**src/rtl/iob_eth_rx_deframer_pkg.sv**
```systemverilog
// Shared constants, FSM state type and small helpers for the iob_eth RX deframer.
package iob_eth_rx_deframer_pkg;

  localparam logic [3:0]  PREAMBLE_NIB = 4'h5;
  localparam logic [3:0]  SFD_NIB      = 4'hD;
  localparam int          MAC_LEN      = 6;
  localparam int          HDR_LEN      = 14;
  localparam int          FCS_LEN      = 4;
  localparam logic [31:0] CRC_POLY     = 32'h04C1_1DB7;
  localparam logic [31:0] CRC_INIT     = 32'hFFFF_FFFF;
  localparam logic [31:0] CRC_RESIDUE  = 32'hC704_DD7B;
  localparam logic [47:0] BCAST_MAC    = 48'hFFFF_FFFF_FFFF;

  typedef enum logic [2:0] {
    ST_IDLE,
    ST_PREAMBLE,
    ST_HEADER,
    ST_PAYLOAD,
    ST_CHECK,
    ST_DONE,
    ST_DROP
  } state_e;

  function automatic logic [31:0] bitrev32(input logic [31:0] v);
    logic [31:0] r;
    for (int i = 0; i < 32; i++) r[i] = v[31-i];
    return r;
  endfunction

  function automatic logic [15:0] sat_inc16(input logic [15:0] v);
    return (v == 16'hFFFF) ? v : v + 16'd1;
  endfunction

endpackage

```
**src/rtl/iob_eth_rx_deframer_if.sv**
```systemverilog
// Frame-buffer byte write bus; the deframer is the master, the buffer the slave.
interface iob_eth_rx_deframer_if #(
  parameter int BUF_ADDR_W = 11
) ();
  logic                  buf_we;
  logic [BUF_ADDR_W-1:0] buf_addr;
  logic [7:0]            buf_wdata;

  modport master (output buf_we, buf_addr, buf_wdata);
  modport slave  (input  buf_we, buf_addr, buf_wdata);
endinterface

```
**src/rtl/iob_eth_rx_deframer_crc32.sv**
```systemverilog
// Byte-wise reflected CRC-32 register with synchronous init and update enable.
module iob_eth_rx_deframer_crc32
  import iob_eth_rx_deframer_pkg::*;
(
  input  logic        clk,
  input  logic        rst_n,
  input  logic        init_i,
  input  logic        en_i,
  input  logic [7:0]  data_i,
  output logic [31:0] crc_o
);
  localparam logic [31:0] POLY_REFL = bitrev32(CRC_POLY);

  logic [31:0] crc_q, crc_d;

  always_comb begin
    // NOTE: default assignment first so no path leaves crc_d unassigned (no latch).
    crc_d = crc_q;
    if (en_i) begin
      for (int i = 0; i < 8; i++) begin
        crc_d = (crc_d >> 1) ^ (POLY_REFL & {32{crc_d[0] ^ data_i[i]}});
      end
    end
  end

  always_ff @(posedge clk or negedge rst_n) begin
    if (!rst_n)      crc_q <= CRC_INIT;
    else if (init_i) crc_q <= CRC_INIT;
    else             crc_q <= crc_d;
  end

  assign crc_o = crc_q;
endmodule

```
**src/rtl/iob_eth_rx_deframer.sv**
```systemverilog
// MII RX deframer: nibble->byte assembly, dest-MAC filter, frame-buffer writes, ready/ack.
// Define ETH_RX_CRC_EN to check the FCS with CRC-32; otherwise crc_err_o is tied 0.
module iob_eth_rx_deframer
  import iob_eth_rx_deframer_pkg::*;
#(
  parameter logic [47:0] MAC_ADDR   = 48'h0,
  parameter int          BUF_ADDR_W = 11,
  parameter int          NBYTES_W   = 11
) (
  input  logic                  clk,
  input  logic                  rst_n,
  input  logic                  rx_dv_i,
  input  logic [3:0]            rx_data_i,
  input  logic [NBYTES_W-1:0]   rx_nbytes_i,
  input  logic                  rcv_ack_i,
  iob_eth_rx_deframer_if.master buf_o,
  output logic                  rx_ready_o,
  output logic                  crc_err_o,
  output logic [15:0]           drop_cnt_o
);
  localparam int               CNT_W     = ((NBYTES_W > BUF_ADDR_W) ? NBYTES_W : BUF_ADDR_W) + 1;
  localparam logic [CNT_W-1:0] ONE       = CNT_W'(1);
  localparam logic [CNT_W-1:0] BUF_SIZE  = ONE << BUF_ADDR_W;
  localparam logic [CNT_W-1:0] FRAME_OVH = CNT_W'(HDR_LEN + FCS_LEN);
  localparam logic [CNT_W-1:0] MAC_LAST  = CNT_W'(MAC_LEN - 1);
  localparam logic [CNT_W-1:0] HDR_LAST  = CNT_W'(HDR_LEN - 1);

  state_e                state_q;
  logic                  phase_q, armed_q, mac_ok_q, bcast_q, oversize_q;
  logic [3:0]            nib0_q;
  logic [CNT_W-1:0]      cnt_q, end_q;
  logic                  we_q;
  logic [BUF_ADDR_W-1:0] addr_q;
  logic [7:0]            wdata_q;
  logic                  rx_ready_q, crc_err_q;
  logic [15:0]           drop_q;

  logic [7:0]       byte_w;
  logic [5:0]       mac_sh;
  logic [CNT_W-1:0] frame_len;
  logic             mac_ok_d, bcast_d, start_hit, sfd_hit, overrun, too_big, crc_bad;

  assign byte_w    = {rx_data_i, nib0_q};
  assign mac_sh    = {3'd5 - cnt_q[2:0], 3'b000};
  assign mac_ok_d  = mac_ok_q && (byte_w == 8'(MAC_ADDR >> mac_sh));
  assign bcast_d   = bcast_q && (byte_w == 8'(BCAST_MAC >> mac_sh));
  assign start_hit = armed_q && rx_dv_i && (rx_data_i == PREAMBLE_NIB);
  assign sfd_hit   = (state_q == ST_PREAMBLE) && rx_dv_i && (rx_data_i == SFD_NIB);
  // A pending frame not acked this cycle must not be overwritten.
  assign overrun   = rx_ready_q && !rcv_ack_i;
  assign frame_len = CNT_W'(rx_nbytes_i) + FRAME_OVH;
  assign too_big   = frame_len > BUF_SIZE;

`ifdef ETH_RX_CRC_EN
  logic [31:0] crc;

  iob_eth_rx_deframer_crc32 u_crc32 (
    .clk    (clk),
    .rst_n  (rst_n),
    .init_i (sfd_hit),
    .en_i   (we_q),
    .data_i (wdata_q),
    .crc_o  (crc)
  );

  assign crc_bad = (bitrev32(crc) != CRC_RESIDUE);
`else
  assign crc_bad = 1'b0;
`endif

  // NOTE: sequential state uses <= so every register updates from pre-edge values.
  always_ff @(posedge clk or negedge rst_n) begin
    if (!rst_n) begin
      state_q    <= ST_IDLE;
      phase_q    <= 1'b0;
      armed_q    <= 1'b0;
      mac_ok_q   <= 1'b0;
      bcast_q    <= 1'b0;
      oversize_q <= 1'b0;
      nib0_q     <= '0;
      cnt_q      <= '0;
      end_q      <= '0;
      we_q       <= 1'b0;
      addr_q     <= '0;
      wdata_q    <= '0;
      rx_ready_q <= 1'b0;
      crc_err_q  <= 1'b0;
      drop_q     <= '0;
    end else begin
      we_q <= 1'b0;
      if (!rx_dv_i) armed_q <= 1'b1;
      if (rcv_ack_i) begin
        rx_ready_q <= 1'b0;
        crc_err_q  <= 1'b0;
      end
      unique case (state_q)
        ST_IDLE: if (start_hit) state_q <= ST_PREAMBLE;
        ST_DONE: begin
          if (start_hit)      state_q <= ST_PREAMBLE;
          else if (rcv_ack_i) state_q <= ST_IDLE;
        end
        ST_PREAMBLE: begin
          if (sfd_hit) begin
            armed_q    <= 1'b0;
            phase_q    <= 1'b0;
            cnt_q      <= '0;
            mac_ok_q   <= 1'b1;
            bcast_q    <= 1'b1;
            oversize_q <= too_big;
            end_q      <= too_big ? BUF_SIZE - ONE : frame_len - ONE;
            state_q    <= overrun ? ST_DROP : ST_HEADER;
          end else if (!rx_dv_i || rx_data_i != PREAMBLE_NIB) begin
            state_q <= ST_IDLE;
          end
        end
        ST_HEADER, ST_PAYLOAD: begin
          // Completion wins over rx_dv so a frame ending on the last nibble is not truncated.
          if (cnt_q > end_q) begin
            state_q <= oversize_q ? ST_DROP : ST_CHECK;
          end else if (!rx_dv_i) begin
            drop_q  <= sat_inc16(drop_q);
            state_q <= ST_IDLE;
          end else if (!phase_q) begin
            nib0_q  <= rx_data_i;
            phase_q <= 1'b1;
          end else begin
            phase_q <= 1'b0;
            we_q    <= 1'b1;
            addr_q  <= cnt_q[BUF_ADDR_W-1:0];
            wdata_q <= byte_w;
            cnt_q   <= cnt_q + ONE;
            if (state_q == ST_HEADER) begin
              if (cnt_q <= MAC_LAST) begin
                mac_ok_q <= mac_ok_d;
                bcast_q  <= bcast_d;
              end
              if (cnt_q == MAC_LAST && !(mac_ok_d || bcast_d)) state_q <= ST_DROP;
              else if (cnt_q == HDR_LAST)                      state_q <= ST_PAYLOAD;
            end
          end
        end
        ST_CHECK: begin
          rx_ready_q <= 1'b1;
          crc_err_q  <= crc_bad;
          state_q    <= ST_DONE;
        end
        ST_DROP: begin
          if (!rx_dv_i) begin
            drop_q  <= sat_inc16(drop_q);
            state_q <= ST_IDLE;
          end
        end
        default: state_q <= ST_IDLE;
      endcase
    end
  end

  assign buf_o.buf_we    = we_q;
  assign buf_o.buf_addr  = addr_q;
  assign buf_o.buf_wdata = wdata_q;
  assign rx_ready_o      = rx_ready_q;
  assign crc_err_o       = crc_err_q;
  assign drop_cnt_o      = drop_q;
endmodule

```
**src/flat_wrapper.sv**
```systemverilog
// flat-port wrapper written by rule: the top's interface ports become plain ports
module iob_eth_rx_deframer_flat import iob_eth_rx_deframer_pkg::*;
#(
  parameter logic [47:0] MAC_ADDR   = 48'h0,
  parameter int          BUF_ADDR_W = 11,
  parameter int          NBYTES_W   = 11
)
  (clk, rst_n, rx_dv_i, rx_data_i, rx_nbytes_i, rcv_ack_i, rx_ready_o, crc_err_o, drop_cnt_o, buf_o_buf_we, buf_o_buf_addr, buf_o_buf_wdata);
  iob_eth_rx_deframer_if #(.BUF_ADDR_W(BUF_ADDR_W)) buf_o_i ();
  input  logic clk;
  input  logic rst_n;
  input  logic rx_dv_i;
  input  logic [3:0] rx_data_i;
  input  logic [NBYTES_W-1:0] rx_nbytes_i;
  input  logic rcv_ack_i;
  output logic rx_ready_o;
  output logic crc_err_o;
  output logic [15:0] drop_cnt_o;
  output wire logic [$bits(buf_o_i.buf_we)-1:0] buf_o_buf_we;
  output wire logic [$bits(buf_o_i.buf_addr)-1:0] buf_o_buf_addr;
  output wire logic [$bits(buf_o_i.buf_wdata)-1:0] buf_o_buf_wdata;
  assign buf_o_buf_we = buf_o_i.buf_we;
  assign buf_o_buf_addr = buf_o_i.buf_addr;
  assign buf_o_buf_wdata = buf_o_i.buf_wdata;
  iob_eth_rx_deframer #(.MAC_ADDR(MAC_ADDR), .BUF_ADDR_W(BUF_ADDR_W), .NBYTES_W(NBYTES_W)) u_core (.clk(clk), .rst_n(rst_n), .rx_dv_i(rx_dv_i), .rx_data_i(rx_data_i), .rx_nbytes_i(rx_nbytes_i), .rcv_ack_i(rcv_ack_i), .buf_o(buf_o_i), .rx_ready_o(rx_ready_o), .crc_err_o(crc_err_o), .drop_cnt_o(drop_cnt_o));
endmodule
```
**config.mk**
```make
export PLATFORM = sky130hd
export DESIGN_NAME = iob_eth_rx_deframer_flat
export DESIGN_NICKNAME = d
export VERILOG_FILES = /design/src/rtl/iob_eth_rx_deframer_pkg.sv /design/src/rtl/iob_eth_rx_deframer_if.sv /design/src/rtl/iob_eth_rx_deframer_crc32.sv /design/src/rtl/iob_eth_rx_deframer.sv /design/src/flat_wrapper.sv
export SDC_FILE = /design/constraint.sdc
export NUM_CORES = 1
export LEC_CHECK = 0
export BUFFER_PORTS_ARGS = -buffer_cell sky130_fd_sc_hd__buf_4
export CELL_PAD_IN_SITES_DETAIL_PLACEMENT = 1
export CELL_PAD_IN_SITES_GLOBAL_PLACEMENT = 1
export CORE_AREA = 2 2 104 106
export CTS_CLUSTER_DIAMETER = 40
export CTS_CLUSTER_SIZE = 20
export DETAILED_ROUTE_END_ITERATION = 8
export DIE_AREA = 0 0 106 108
export PLACE_DENSITY = 0.79
export REMOVE_ABC_BUFFERS = 1
export SYNTH_ARGS = -nofsm -noshare
export SYNTH_HDL_FRONTEND = slang
export SYNTH_SLANG_ARGS = --single-unit
```
**constraint.sdc**
```tcl
create_clock -name clk -period 4.2 [get_ports clk]
set_clock_uncertainty 0.05 [all_clocks]
set_input_delay 0.21 -clock clk [delete_from_list [all_inputs] [get_ports clk]]
set_output_delay 0.21 -clock clk [all_outputs]
set_load 0.05 [all_outputs]
```
Word level (Yosys, flattened, before mapping)
Index checks and enable logic that the tools add are counted.
{ "word_totals": {"reg_bits": 74, "latchBits": 0, "mem_bits_rw": 0, "romBits": 0, "inputBits": 19, "out_inout_bits": 38, "elab_cells": 133, "memories": 0} }
{ "op_classes": {"addsub": 5, "mul": 0, "n_div": 0, "magnitude_cmp": 3, "n_eq_ne": 27, "n_shift": 2, "muxes": 53, "bitwise_logic": 2, "n_reduce_logical": 26} }
{ "op_table": {"columns": ["cell", "count"], "rows": [
  ["$mux W12", 5],
  ["$mux W16", 3],
  ["$shr A48 B6 Y8 const A", 1],
  ["$mux W3", 13],
  ["$pmux W16 S2", 1],
  ["$mux W1", 25],
  ["$pmux W12 S2", 1],
  ["$pmux W3 S6", 1],
  ["$add A16 B1 Y16 const B", 1],
  ["$eq A16 B16 Y1 const B", 1],
  ["$eq A8 B8 Y1", 2],
  ["$reduce_and A7 Y1", 2],
  ["$add A11 B5 Y12 const B", 1],
  ["$add A12 B1 Y12 const B", 1],
  ["$eq A12 B3 Y1 const B", 1],
  ["$eq A12 B4 Y1 const B", 1],
  ["$gt A12 B12 Y1", 1],
  ["$gt A12 B12 Y1 const B", 1],
  ["$le A12 B3 Y1 const B", 1],
  ["$reduce_and A4 Y1", 3],
  ["$sub A12 B1 Y12 const B", 1],
  ["$ne A2 B1 Y1 const B", 5],
  ["$eq A3 B3 Y1 const B", 3],
  ["$logic_and A1 B1 Y1", 8],
  ["other kinds (21)", 35]
]} }

Longest topological paths before layout
Gate-level depths: netlist (run 1).
{ "depth": {"word_depth": 13, "depth_mapped": 12, "mapped_depth_nobuf": 9} }

Worst setup path after synthesis (run 1)
Ideal clock, no wire load.
{ "synth_timing": {"path_type": "register -> register", "start": "reg u_core.drop_q[0], in the netlist u_core.drop_cnt_o[0]", "end": "reg u_core.drop_q[1], in the netlist u_core.drop_cnt_o[1]", "setup_ns": 0.125, "t_arrival_ns": 2.464, "required_ns": 4.025, "slack_ns": 1.561, "stages_incl_launch_ff": 10, "path_buffers": 2, "period_less_slack_ns": 2.639, "cell_sequence": "dfrtp_1 ha_1 nand3_1 or2_2 clkbuf_1 nor3_1 nor3b_1 o311ai_2 buf_2 mux2_2"} }
{ "synth_between": {"elab_chain_len": 5, "elab_cells_between_ends": 6, "cone_classes": "add/sub (1); eq/ne (1); mux (4)"} }
{ "synth_lines": {"columns": ["item", "line_no", "source"], "rows": [
  ["start: declaration", "iob_eth_rx_deframer.sv:36", "logic [15:0] drop_q;"],
  ["start signal: assignment", "iob_eth_rx_deframer.sv:121", "drop_q <= sat_inc16(drop_q);"],
  ["start signal: assignment", "iob_eth_rx_deframer.sv:149", "drop_q <= sat_inc16(drop_q);"],
  ["$add A16 B1 Y16 or $eq A16 B16 Y1 (tied branches)", "iob_eth_rx_deframer_pkg.sv:31", "return (v == 16'hFFFF) ? v : v + 16'd1;"],
  ["$mux W16 (*)", "iob_eth_rx_deframer_pkg.sv:31", null],
  ["$mux W16 (*)", "iob_eth_rx_deframer.sv:120, iob_eth_rx_deframer.sv:148", null],
  ["$mux W16", "iob_eth_rx_deframer.sv:118", "if (cnt_q > end_q) begin"],
  ["$pmux W16 S2 (*)", "iob_eth_rx_deframer.sv:96", "unique case (state_q)"]
]} }
Mark *: on every way between the ends. The rest lies on a longest branch, timed or not. The select of a mux whose other input is x is not followed.
A chain may end at the register's enable or synchronous reset.

Worst setup path after layout (run 1)
{ "layout_timing": {"start": "reg u_core.cnt_q[7]", "end": "reg u_core.cnt_q[10]"} }
{ "layout_between": {"elab_chain_len": 5, "elab_cells_between_ends": 8, "cone_classes": "add/sub (1); order compare (1); eq/ne (1); mux (4); reduce/logical (1)"} }
{ "layout_lines": {"columns": ["item", "line_no", "source"], "rows": [
  ["start: declaration", "iob_eth_rx_deframer.sv:31", "logic [CNT_W-1:0] cnt_q, end_q;"],
  ["start signal: assignment", "iob_eth_rx_deframer.sv:131", "cnt_q <= cnt_q + ONE;"],
  ["$add A12 B1 Y12", "iob_eth_rx_deframer.sv:131", null],
  ["$mux W12", "iob_eth_rx_deframer.sv:123", "end else if (!phase_q) begin"],
  ["$mux W12", "iob_eth_rx_deframer.sv:120", "end else if (!rx_dv_i) begin"],
  ["$mux W12", "iob_eth_rx_deframer.sv:118", null],
  ["$pmux W12 S2", "iob_eth_rx_deframer.sv:96", null]
]} }
Parallel ways exist; a longest one is shown, timed or not. The select of a mux whose other input is x is not followed.

==> flow_summary.toml, run 1 <==
[floorplan]
initial_core_util_pct = 39.4
io_pins = 57
core_area_um2 = 10200
dieArea_um2 = 11400
dieHeight_um = 108
rows = 37
die_x_um = 106

[power_and_ir_drop]
pwr-share-seq_pct = 42.4
p_sw_w = 0.000897
finalPower_w = 0.00235
ir_drop_v = 0.000227
clkPwrFrac_pct = 24.3
p_int_w = 0.00145
power.share.combinational_pct = 33.4
p_sw_share_pct = 38.2
leakagePower_nw = 2.27
power.density_nw_per_um2 = 493

[cells_and_area]
drive_above_1_share_pct = 22.4
diodes = 0
utilization_pct = 46.6
fin_nets = 499
fillers = 1177
area_growth_pct = 18.4

[detailed_routing]
highest_layer = "met4"
route.met2.wl_um = 4800
wl_um = 10000
drt-initial-drc-count = 121
drc = 0
met3WireLength_um = 358
vias_per_cell = 5.61
met1_length_um = 4680
dr.pass1.iters = 4
post_drt_wl_per_cell_um = 16.7
route.vias.total = 3369
drt.antenna.violating_nets = 0

[setup_path]
crit-reg2reg-launch = "u_core.cnt_q[7]"
crit_fanout = 29
reg2regPathDepth = 9
worstSetupPathType = "flip-flop to flip-flop"
r2r_slack_ns = 0.94
cp.required_ns = 4.36
arrival_ns = 3.43
worstSetupEndpointType = "flip-flop"
rr_endpoint = "u_core.cnt_q[10]"
crit_path_start_kind = "flip-flop"

[clock_network]
cts.reportedPaths.clkPinSlew_ns = 0.08
clockBufferDepth = 2
cts_made_buffers = 9
cts_tree = "built"
cts.htree.levels = 3
postCtsSetupRepairBufs = 0
cts_root_buffer = "clkbuf_8"
cts.sinks = 73
clk_latency_ns = 0.36

[grt]
grt_max_degree = 74
grt_pass1_wl_um = 17300
grt_usage_pct = 18.9
antenna_found_initial = 0
first_global_vias = 3453
gr-total-overflow = 0

[synth]
ys_warn_count = 0
yosys.area_share.simple_pct = 18.0
yosys.area.top_type = "dfrtp_1"
yosys.area_share.xor_xnor_pct = 6.09
netlist_area_um2 = 4030
synth_seq_area_share_pct = 45.4
synth_top_area_share_pct = 45.4
synth_area_per_cell_um2 = 9.92
synth_edf_count = 0
synth_async_sr_flop_share_pct = 100
synth_area_leaders = "dfrtp_1, mux2_2, ha_1, xor2_1, nand2_1"
ys_seq_elements = 73
synth_flop_cell = "dfrtp_1"
synth_fa_ha_area_share_pct = 6.46
yosysUniqueCellTypes = 52
synth_mux_area_share_pct = 7.24
synth_common_cells = "dfrtp_1, nand2_1, mux2_2"
synthesis.instances = 406
synth.most_common_cell = "dfrtp_1"
synth_top_family_by_area = "simple AND/OR/NAND/NOR gates"
synth_compound_area_share_pct = 12.6

[timing]
worstMarginPinSlew_ns = 0.983
hold_viol_final = 0
relSlewSlack_pct = 34.5
rsz0062_at_grt = "false"
fmax_mhz = 307
final_max_slew_viol_count = 0
finalSetupViolCount = 0
tns_ns = 0
finalCritPeriodShare_pct = 77.6
fin_crit_ns = 3.26

[placed_design]
place_congestion = 0.790
hpwl_um = 7290
io_buffers = 55

[min_path]
min-delay-start = "rx_nbytes_i[0]"
min-delay-path-class = "input port to flip-flop"
holdPathEnd = "u_core.end_q[0]"
hold_depth = 2

[flow_run]
cap_violations = 0

[outcome]
status = "finished, final reports clean"
## worst max-delay path by stage
stage / startpoint / to / slack (ns) / cells after the start
floorplan: u_core.cnt_q[9] / u_core.cnt_q[7] / 1.29 / 8
CTS: u_core.cnt_q[10] / u_core.buf_o.buf_wdata[2] / 0.93 / 7
detailed placement: u_core.cnt_q[9] / u_core.buf_o.buf_wdata[2] / 0.96 / 7
finish: u_core.cnt_q[7] / u_core.cnt_q[10] / 0.94 / 9
global route: u_core.cnt_q[9] / u_core.buf_o.buf_addr[9] / 0.69 / 8
global placement: u_core.cnt_q[10] / u_core.buf_o.buf_addr[2] / 1.14 / 7
## metal layers
layer / vias up / track usage [%]
li1: 1582 / -
met1: 1696 / 25.1
met2: 76 / 31.2
met3: 15 / 3.25
met4: 0 / 6.58
met5: - / 0
## per-stage QoR
stage | worst slack (ns) | cell area (µm²) | hold WS (ns) | std cells
after floorplan | 1.29 | 3950 | -0.136 | 389
final | 0.939 | 4770 | 0.0174 | 601
after global routing | 0.692 | 4770 | 0.0124 | 601
after detailed placement | 0.961 | 4560 | 0.367 | 584
after CTS | 0.933 | 4770 | 0.00784 | 601
after global placement | 1.14 | 4560 | 0.352 | 584
## cells by family after synthesis
kind of cell             after synthesis
XOR/XNOR                              28
other                                  1
adder cells (fa/ha/maj)               21
flip-flops                            73
AO/OA/AOI/OAI                         77
buffers and inverters                 40
AND/OR/NAND/NOR                      140
multiplexers                          26
## worst max-delay path: stages, from the launching register on
cell and delay [ns]:
dfrtp_1 0.47, ha_1 0.33, a21oi_1 0.19, nor2_1 0.05
or3_1 0.40, a211o_1 0.30, a21o_1 0.52, buf_4 0.37
o31ai_1 0.31, a21oi_1 0.11
## registers in the layout, summed over array words and instances (netlist names), 3 cells and up
name	count
u_core.state_q	3
u_core.cnt_q	12
u_core.nib0_q	4
u_core.buf_o.buf_addr	11
u_core.drop_cnt_o	16
u_core.buf_o.buf_wdata	8
u_core.end_q	12
## layout by cell type (no fill, tap or decap), types with 3 or more instances in the layout
master	count
dfrtp_1	73
buf_4	59
nand2_1	37
mux2_2	25
inv_1	23
a21oi_1	23
nor2_1	22
nand3_1	20
ha_1	20
xor2_1	16
o31ai_1	13
xnor2_1	12
nor3_1	11
o21ai_0	10
or4_1	10
nor4_1	10
clkbuf_8	10
a22oi_1	9
nand4_1	7
and3_1	6
a21o_1	3
o22ai_1	3
## power by group through the flow
stage          registers [W]  logic (W)  clock network, W
2_1_floorplan        0.00117   0.000360                 0
3_3_place_gp        0.000998   0.000758                 0
3_5_place_dp         0.00101   0.000789                 0
4_1_cts             0.000998   0.000795          0.000584
5_1_grt              0.00102   0.000872          0.000619
6_report            0.000996   0.000785          0.000571
## area by class of cell
cell class | count | area (µm²) | area share, %
multi-input combinational | 293 | 2040 | 42.7
sequential | 73 | 1830 | 38.3
timing repair buffer | 60 | 453 | 9.50
tap | 136 | 170 | 3.57
clock buffer | 11 | 141 | 2.96
inverter | 23 | 86.3 | 1.81
clock inverter | 5 | 55.1 | 1.15
## what timing repair did
item | 4_1_cts | 5_1_grt
gates resized for setup | 0 | 0
endpoints found under the hold margin | 73 | 0
hold buffers | 1 | 0
No activity file was read; power rests on OpenSTA's default activity.
==> run 2: changes to the inputs <==
==> constraint.sdc (replaced) <==
create_clock -name clk -period 3.3 [get_ports clk]
set_clock_uncertainty 0.05 [all_clocks]
set_input_delay 0.165 -clock clk [delete_from_list [all_inputs] [get_ports clk]]
set_output_delay 0.165 -clock clk [all_outputs]
set_load 0.05 [all_outputs]
==> run 2 against run 1 <==
  * Register-to-register slack got worse by 0.63 ns
  * Utilization is 0.40 points higher
  * Setup slack worse by 0.63 ns
  * Count of clock-buffer cells in the layout decreased by 2
  * Cell area rose by 0.87%
  * Wire length grew 1.4%
  * Power up 26%
  * Via count decreased by 1.9%
  * Fmax grew 9.0%
  * Die area did not move
  * Critical path depth shrank 1
  * Sequential cell count did not move
==> flow_summary.toml, run 2 (synthesized netlist as in run 1, its figures left out) <==
[outcome]
status = "finished, final reports clean"

[floorplan]
dieHeight_um = 108
core_area_um2 = 10200
rows = 37
die_x_um = 106
dieArea_um2 = 11400
initial_core_util_pct = 39.4
io_pins = 57

[detailed_routing]
drt.antenna.violating_nets = 0
wl_um = 10200
drc = 0
post_drt_wl_per_cell_um = 16.8
drt-initial-drc-count = 115
route.vias.total = 3305
dr.pass1.iters = 4
vias_per_cell = 5.45

[timing]
finalSetupViolCount = 0
final_max_slew_viol_count = 0
finalCritPeriodShare_pct = 90.6
hold_viol_final = 0
rsz0062_at_grt = "false"
relSlewSlack_pct = 37.1
tns_ns = 0
worstMarginPinSlew_ns = 0.944
setup_ws_ns = 0.309
fmax_mhz = 334
fin_crit_ns = 2.99

[power_and_ir_drop]
p_int_w = 0.00183
p_sw_w = 0.00114
ir_drop_v = 0.000292
leakagePower_nw = 2.29
power.density_nw_per_um2 = 617
power.share.combinational_pct = 33.4
pwr-share-seq_pct = 42.8
clkPwrFrac_pct = 23.8
p_sw_share_pct = 38.4

[setup_path]
crit_path_start_kind = "flip-flop"
crit_fanout = 22
worstSetupPathType = "flip-flop to flip-flop"
worstSetupEndpointType = "flip-flop"
arrival_ns = 3.22
cp.required_ns = 3.53

[cells_and_area]
fillers = 1197
mostFrequentLayoutCell = "dfrtp_1"
multi_input_area_um2 = 2040
area_growth_pct = 19.4
fin_nets = 504
final_cell_mix = "dfrtp_1, buf_4, nand2_1, mux2_2"
drive_above_1_share_pct = 23.0
diodes = 0
regArea_um2 = 1830
largest_reg_flops = 16

[grt]
gr-total-overflow = 0
grt_max_degree = 74
grt_pass1_wl_um = 17200
antenna_found_initial = 0
first_global_vias = 3423
grt_usage_pct = 19.0

[clock_network]
cts.sinks = 73
cts_tree = "built"
post_cts_resized = 0
postCtsSetupRepairBufs = 0
cts-hold-fix-buffers = 3
cts_root_buffer = "clkbuf_8"
cts.reportedPaths.clkPinSlew_ns = 0.08
clockBufferDepth = 2
cts_made_buffers = 9
clk_latency_ns = 0.36
cts.htree.levels = 3

[min_path]
min-delay-path-class = "input port to flip-flop"

[placed_design]
io_buffers = 55
place_congestion = 0.777
hpwl_um = 7460
place_ws_ns = 0.371

[flow_run]
cap_violations = 0
-- run 2: cell count changes in the layout (fill, tap and decap cells not counted) --
cell / change
buf_4: +3
clkbuf_1: -1
clkbuf_8: -1
clkinv_4: +1
clkinvlp_4: +1
dlygate4sd3_1: +2
-- run 2: final cells by class --
class                   count  share of cell area (%)
clock buffers               9                    2.57
inverters                  23                    1.79
flip-flops and latches     73                    38.0
repair buffers             65                    10.3
multi-input cells         293                    42.3
clock inverters             7                    1.48
well taps                 136                    3.54
-- run 2: path summary, 6_finish.rpt --
check / startpoint / end / slack [ns] / depth (start not counted)
max reg2reg: u_core.cnt_q[5] / u_core.cnt_q[6] / 0.31 / 8
min in group asynchronous: rst_n / u_core.drop_cnt_o[4] / 0.43 / 2
min: rx_data_i[0] / u_core.buf_o.buf_wdata[4] / 0.01 / 2
max in group asynchronous: rst_n / u_core.state_q[1] / 2.13 / 2
min reg2reg: u_core.buf_o.buf_wdata[0] / u_core.buf_o.buf_wdata[0] / 0.46 / 1
max: u_core.cnt_q[5] / u_core.cnt_q[6] / 0.31 / 8
-- run 2: stage by stage --
| step | power [W] | hold WS [ns] | util (%) | instances | instance area (µm²) |
|---|---|---|---|---|---|
| after floorplan | 0.00195 | -0.181 | - | 389 | 3950 |
| after global placement | 0.00224 | 0.309 | 44.8 | 587 | 4590 |
| after detailed placement | 0.00229 | 0.319 | 44.8 | 587 | 4590 |
| after CTS | 0.00300 | 0.00123 | 47.0 | 606 | 4810 |
| after global routing | 0.00316 | 0.00919 | 47.0 | 606 | 4810 |
| final | 0.00297 | 0.0129 | 47.0 | 606 | 4810 |
-- run 2: routing by layer --
metal  vias to the layer above  routed length, µm  track usage (%)
met4                         0                146             6.30
met3                        11                322             3.38
met2                        58               5040             33.1
met1                      1659               4650             24.0
li1                       1577                  -                -
met5                         -                  0                0
-- run 2: power groups by stage --
| stage | Clock [W] | Sequential, W | Combinational [W] |
|---|---|---|---|
| 3_5_place_dp | 0 | 0.00129 | 0.000997 |
| 2_1_floorplan | 0 | 0.00149 | 0.000459 |
| 4_1_cts | 0.000727 | 0.00127 | 0.00101 |
| 5_1_grt | 0.000763 | 0.00130 | 0.00109 |
| 6_report | 0.000708 | 0.00127 | 0.000991 |
| 3_3_place_gp | 0 | 0.00127 | 0.000964 |
-- run 2: critical path, stage by stage (launching register included) --
cell	delay, ns
dfrtp_1	0.47
ha_1	0.32
a21oi_1	0.17
nor3_1	0.07
or3_1	0.35
a211o_1	0.29
a21o_1	0.41
or4_1	0.59
a21oi_1	0.18
